===== src/rtl/mem_port_arbiter_pkg.sv =====
// Shared encodings and tag type for the memory-port arbiter.
package mem_port_arbiter_pkg;

    // Request source encoding carried in each outstanding-transaction tag
    localparam logic MEM_SRC_INST = 1'b0;
    localparam logic MEM_SRC_DATA = 1'b1;

    // Access size encodings on the bus
    localparam logic [1:0] MEM_SIZE_B = 2'd0;
    localparam logic [1:0] MEM_SIZE_H = 2'd1;
    localparam logic [1:0] MEM_SIZE_W = 2'd2;

    // One tag per accepted address phase, consumed when its response returns
    typedef struct packed {
        logic src;
        logic discard;
    } mem_tag_t;

endpackage


===== src/rtl/mem_tag_fifo.sv =====
// In-order tag FIFO for outstanding memory transactions.
// Each entry remembers its originator and whether a flush killed it.
module mem_tag_fifo
    import mem_port_arbiter_pkg::*;
#(
    parameter int DEPTH = 2,
    parameter int CNT_W = $clog2(DEPTH + 1)
) (
    input  logic             clk,
    input  logic             rst_n,
    input  logic             push,
    input  mem_tag_t         push_tag,
    input  logic             pop,
    input  logic             flush_inst,
    output logic [CNT_W-1:0] count,
    output mem_tag_t         head,
    output logic             full,
    output logic             empty
);

    localparam int PTR_W = (DEPTH > 1) ? $clog2(DEPTH) : 1;

    mem_tag_t         mem [DEPTH];
    logic [PTR_W-1:0] rd_ptr;
    logic [PTR_W-1:0] wr_ptr;
    logic             push_ok;
    logic             pop_ok;

    // DEPTH is a power of two, so pointers wrap by plain overflow
    function automatic logic [PTR_W-1:0] ptr_inc(input logic [PTR_W-1:0] p);
        if (DEPTH == 1) return '0;
        return p + PTR_W'(1);
    endfunction

    assign push_ok = push && !full;
    assign pop_ok  = pop && !empty;
    assign full    = (count == CNT_W'(DEPTH));
    assign empty   = (count == '0);
    assign head    = mem[rd_ptr];

    // Storage, pointers and occupancy; a flush marks stale fetches before the push lands
    always_ff @(posedge clk) begin
        if (!rst_n) begin
            rd_ptr <= '0;
            wr_ptr <= '0;
            count  <= '0;
            for (int i = 0; i < DEPTH; i++) mem[i] <= '0;
        end else begin
            if (flush_inst) begin
                for (int i = 0; i < DEPTH; i++)
                    if (mem[i].src == MEM_SRC_INST) mem[i].discard <= 1'b1;
            end
            if (push_ok) begin
                mem[wr_ptr] <= push_tag;
                wr_ptr      <= ptr_inc(wr_ptr);
            end
            if (pop_ok) rd_ptr <= ptr_inc(rd_ptr);
            case ({push_ok, pop_ok})
                2'b10:   count <= count + CNT_W'(1);
                2'b01:   count <= count - CNT_W'(1);
                default: count <= count;
            endcase
        end
    end

endmodule


===== src/rtl/mem_port_arbiter.sv =====
// Shares one SRAM-like memory port between instruction fetch and EX load/store.
// Fixed priority to data, owner lock across stalled address phases, in-order
// response routing with flush-killed fetch responses dropped.
module mem_port_arbiter
    import mem_port_arbiter_pkg::*;
#(
    parameter int ADDR_W  = 32,
    parameter int DATA_W  = 32,
    parameter int MAX_OUT = 2
) (
    input  logic                clk,
    input  logic                rst_n,
    input  logic                flush,
    input  logic                inst_req,
    input  logic [ADDR_W-1:0]   inst_addr,
    output logic                inst_addr_ok,
    output logic                inst_data_ok,
    output logic [DATA_W-1:0]   inst_rdata,
    input  logic                data_req,
    input  logic                data_wr,
    input  logic [1:0]          data_size,
    input  logic [ADDR_W-1:0]   data_addr,
    input  logic [DATA_W/8-1:0] data_wstrb,
    input  logic [DATA_W-1:0]   data_wdata,
    output logic                data_addr_ok,
    output logic                data_data_ok,
    output logic [DATA_W-1:0]   data_rdata,
    output logic                bus_req,
    output logic                bus_wr,
    output logic [1:0]          bus_size,
    output logic [ADDR_W-1:0]   bus_addr,
    output logic [DATA_W/8-1:0] bus_wstrb,
    output logic [DATA_W-1:0]   bus_wdata,
    input  logic                bus_addr_ok,
    input  logic                bus_data_ok,
    input  logic [DATA_W-1:0]   bus_rdata
);

    localparam int CNT_W = $clog2(MAX_OUT + 1);

    typedef struct packed {
        logic                wr;
        logic [1:0]          size;
        logic [ADDR_W-1:0]   addr;
        logic [DATA_W/8-1:0] wstrb;
        logic [DATA_W-1:0]   wdata;
    } bus_pl_t;

    typedef enum logic {LK_IDLE, LK_HELD} lock_state_t;

    lock_state_t      state_q, state_d;
    logic             owner_q, owner_d;
    bus_pl_t          held_q, held_d;
    bus_pl_t          inst_pl, data_pl, grant_pl, bus_pl;
    logic             grant_vld, grant_src;
    logic             push, pop;
    mem_tag_t         push_tag, head;
    logic [CNT_W-1:0] count;
    logic             full, empty;

    // Requester payloads; a fetch is always a plain word read
    always_comb begin
        inst_pl       = '0;
        inst_pl.size  = MEM_SIZE_W;
        inst_pl.addr  = inst_addr;
        data_pl       = '0;
        data_pl.wr    = data_wr;
        data_pl.size  = data_size;
        data_pl.addr  = data_addr;
        data_pl.wstrb = data_wstrb;
        data_pl.wdata = data_wdata;
    end

    // Owner-lock register: the registered payload keeps a stalled request stable
    always_ff @(posedge clk) begin
        if (!rst_n) begin
            state_q <= LK_IDLE;
            owner_q <= MEM_SRC_INST;
            held_q  <= '0;
        end else begin
            state_q <= state_d;
            owner_q <= owner_d;
            held_q  <= held_d;
        end
    end

    // Grant selection and lock next-state; a held owner ignores the other side and flush
    always_comb begin
        state_d   = state_q;
        owner_d   = owner_q;
        held_d    = held_q;
        grant_vld = 1'b0;
        grant_src = MEM_SRC_INST;
        grant_pl  = '0;
        if (state_q == LK_HELD) begin
            grant_vld = 1'b1;
            grant_src = owner_q;
            grant_pl  = held_q;
        end else if (!full) begin
            if (data_req) begin
                grant_vld = 1'b1;
                grant_src = MEM_SRC_DATA;
                grant_pl  = data_pl;
            end else if (inst_req) begin
                grant_vld = 1'b1;
                grant_src = MEM_SRC_INST;
                grant_pl  = inst_pl;
            end
        end
        if (grant_vld) begin
            if (bus_addr_ok) begin
                state_d = LK_IDLE;
            end else begin
                state_d = LK_HELD;
                owner_d = grant_src;
                held_d  = grant_pl;
            end
        end
    end

    // Bus drive and address hand-back; everything is forced low while in reset
    always_comb begin
        bus_req      = rst_n && grant_vld;
        bus_pl       = bus_req ? grant_pl : '0;
        bus_wr       = bus_pl.wr;
        bus_size     = bus_pl.size;
        bus_addr     = bus_pl.addr;
        bus_wstrb    = bus_pl.wstrb;
        bus_wdata    = bus_pl.wdata;
        push         = bus_req && bus_addr_ok;
        inst_addr_ok = push && (grant_src == MEM_SRC_INST);
        data_addr_ok = push && (grant_src == MEM_SRC_DATA);
        push_tag.src     = grant_src;
        push_tag.discard = (grant_src == MEM_SRC_INST) && flush;
    end

    // Response routing by FIFO head; a flush this cycle also kills a returning fetch
    always_comb begin
        pop          = rst_n && bus_data_ok && !empty;
        data_data_ok = pop && (head.src == MEM_SRC_DATA);
        inst_data_ok = pop && (head.src == MEM_SRC_INST) && !head.discard && !flush;
        inst_rdata   = bus_rdata;
        data_rdata   = bus_rdata;
    end

    mem_tag_fifo #(
        .DEPTH (MAX_OUT),
        .CNT_W (CNT_W)
    ) u_tag_fifo (
        .clk        (clk),
        .rst_n      (rst_n),
        .push       (push),
        .push_tag   (push_tag),
        .pop        (pop),
        .flush_inst (flush),
        .count      (count),
        .head       (head),
        .full       (full),
        .empty      (empty)
    );

`ifndef SYNTHESIS
    // A response with nothing outstanding means the slave broke the protocol
    a_no_orphan_resp: assert property (@(posedge clk) disable iff (!rst_n)
        !(bus_data_ok && (count == '0)));
`endif

endmodule


===== config.mk =====
export PLATFORM = sky130hd
export DESIGN_NAME = mem_port_arbiter
export DESIGN_NICKNAME = d
export VERILOG_FILES = /design/src/rtl/mem_port_arbiter_pkg.sv /design/src/rtl/mem_tag_fifo.sv /design/src/rtl/mem_port_arbiter.sv
export SDC_FILE = /design/constraint.sdc
export NUM_CORES = 1
export LEC_CHECK = 0
export BUFFER_PORTS_ARGS = -buffer_cell sky130_fd_sc_hd__buf_4
export CAP_MARGIN = 10
export CORE_ASPECT_RATIO = 0.5
export CORE_MARGIN = 4
export CORE_UTILIZATION = 47
export CTS_CLUSTER_SIZE = 40
export DETAILED_ROUTE_END_ITERATION = 8
export PLACE_DENSITY = 0.89
export SLEW_MARGIN = 20
export SYNTH_ARGS = -nofsm -noshare
export SYNTH_HDL_FRONTEND = slang
export SYNTH_SLANG_ARGS = --single-unit
export TNS_END_PERCENT = 1

===== constraint.sdc =====
create_clock -name clk -period 5.9 [get_ports clk]
set_clock_uncertainty 0.15 [all_clocks]
set_input_delay 1.18 -clock clk [delete_from_list [all_inputs] [get_ports clk]]
set_output_delay 1.18 -clock clk [all_outputs]
set_load 0.05 [all_outputs]

==> metrics <==
fmax 221 MHz; Synth Cell Area 4600 um2; Worst-Skew Late Latency 0.33 ns; hold_ws 0.320 ns; # setup viols final 0; Yosys top cell area share 33.9%; H-tree Lvls 3; postcts setup bufs 0; Pint 1.07 mW; Remaining Overflow, GRT 0; Initial DRT Pass Iterations 5; Setup TNS 0 ns; Die ar. 11500 um2; largest net degree at the start of global routing 78; Ports 282; Distinct cells, synth 40; combinational share of power 27.4%; P per Cell Area 270 nW/um2; area grow syn2layout 26.9%; outcome completed; Placeable Area 9480 um2; cell with the most instances after synthesis dfxtp_1; Die H 78.0 um; crit path DAT 3.20 ns; vias in the first global route 4313; sequential cell fraction of total power 39.3%; synth top area cells dfxtp_1, buf_4, a22o_1; fin cells 769; crit path max fanout 33; Async SR Flop Fraction 0%; CTS Hold Bufs 0; Tot Pwr 1.58 mW; Wirelength per Cell 18.1 um; pre-CTS WS 1.52 ns; minimum clock period 4.53 ns; clock sinks 82; ys flop type dfxtp_1; final clock period utilization by the worst path 76.8%; Final Hold Vio Count 0; cts bufs inserted 9; DRC viols 0; Detail Route Antenna Nets 0; most frequent cells after synthesis dfxtp_1, nor2_1, buf_4; post-route core utilization 61.7%; Max rail drop VDD 0.167 mV; Iteration-0 DRC Markers 322; initial antenna violation count 0; Slew @ Worst Pin 1.11 ns; Pleak 2.63 nW; share of cells above drive strength 1 34.7%; Clk pwr share 33.3%; YS warnings 0; Net Sw Frac 32.1%; Placed Instances 753; row count 25; Via Count 4416; Vias/cell 5.74; Avg Synthesized Cell Area 8.57 um2; worst setup margin 1.37 ns; clock buffer depth 2; Syn Nets 680; max cap viols 0; placed cell area 5560 um2; first-pass GRT wire length 21.8 mm; CTS resizes 0; routability cong. 0.779; CTS tree built; crit start category primary input; Max Slew Vio Count 0; crit end category output port; Worst-path clk slew 0.06 ns; Non-Filler Cell Area, Final 5840 um2; Root Buffer clkbuf_16; number of flops mapped to enable cells by yosys 4; RSZ-0062 raised after global routing false; Buffers on Ports 185; Yosys reg bits 82; Post-Syn Instances 537; filler instances 833; Hold Path Class reg2reg; nets 772; Worst EP required 4.57 ns; Synth area leader dfxtp_1; HPWL Detailed 9.77 mm; drt total wl 13.9 mm; die span in x 148 um; GRT Total Usage 22.9%; n_diodes 0; post-synthesis sequential area ratio 36.5%; slew margin rel. 26.2%; WS Path Type in2out; Psw 0.506 mW; Starting Density 48.6%
[kinds of logic after synthesis]
kind of cell	share of synthesized area, %
xor+xnor	0.571
fa+ha+maj	0.272
flops	36.5
simple gates	15.7
compound gates	29.5
mux	2.20
buf+inv	15.2
[worst max-delay path, stage by stage]
cell      delay, ns
buf_4          0.17
or2_2          0.30
a21oi_1        0.33
nand2b_2       0.47
buf_4          0.40
nor2_1         0.12
buf_4          0.21
[placed cells by master (no fill, tap or decap), types with 3 or more instances in the layout]
master and n:
a22oi_1 45, nand2b_1 5, nor2b_1 8, nand2_1 6, buf_4 193, a22o_1 45, o31ai_1 25, mux2i_1 9
nand3_1 4, xnor2_1 3, nor2_1 75, dfxtp_1 77, clkbuf_16 9, and2_1 30, edfxtp_1 4, inv_1 4
a21oi_1 28, a21boi_0 3, a221oi_1 25
[state kept, by name, summed over array words and instances (netlist names), named ones only]
signal,count
u_tag_fifo.count,2
u_tag_fifo.mem,4
owner_q,1
state_q,1
held_q,71
u_tag_fifo.wr_ptr,1
u_tag_fifo.rd_ptr,1
[power by group through the flow]
| stage | combinational, mW | clock, mW | sequential, mW |
|---|---|---|---|
| finish | 0.432 | 0.525 | 0.620 |
| floorplan | 0.400 | 0 | 0.626 |
| global route | 0.463 | 0.560 | 0.624 |
| CTS | 0.431 | 0.533 | 0.620 |
| global placement | 0.422 | 0 | 0.629 |
| detailed placement | 0.429 | 0 | 0.631 |
[path summary, 6_finish.rpt]
kind	startpoint	end	slack, ns	cells past startpoint
min reg2reg	u_tag_fifo.wr_ptr	u_tag_fifo.wr_ptr	0.32	2
max reg2reg	u_tag_fifo.count[0]	held_q[3]	3.06	6
max	data_req	bus_wstrb[3]	1.37	7
min	u_tag_fifo.wr_ptr	u_tag_fifo.wr_ptr	0.32	2
[area by class of cell]
cell class	instances	area [um2]	area share [%]
clock buffers	12	256	4.39
multi-input cells	339	2240	38.4
clock inverters	4	26.3	0.450
well taps	135	169	2.89
repair buffers	193	1450	24.8
flip-flops and latches	82	1680	28.8
inverters	4	15.0	0.257
[per-layer routing]
| metal | vias up | GRT usage (%) | wire length, um | part of all wire [%] |
|---|---|---|---|---|
| met5 | - | 1.36 | 0 | 0 |
| met1 | 2104 | 26.8 | 5340 | 38 |
| met3 | 37 | 6.36 | 1000 | 7.2 |
| met2 | 196 | 40.7 | 7240 | 52 |
| li1 | 2079 | - | - | - |
| met4 | 0 | 7.19 | 322 | 2.3 |
Note: power is estimated with default switching activity, not from simulation.
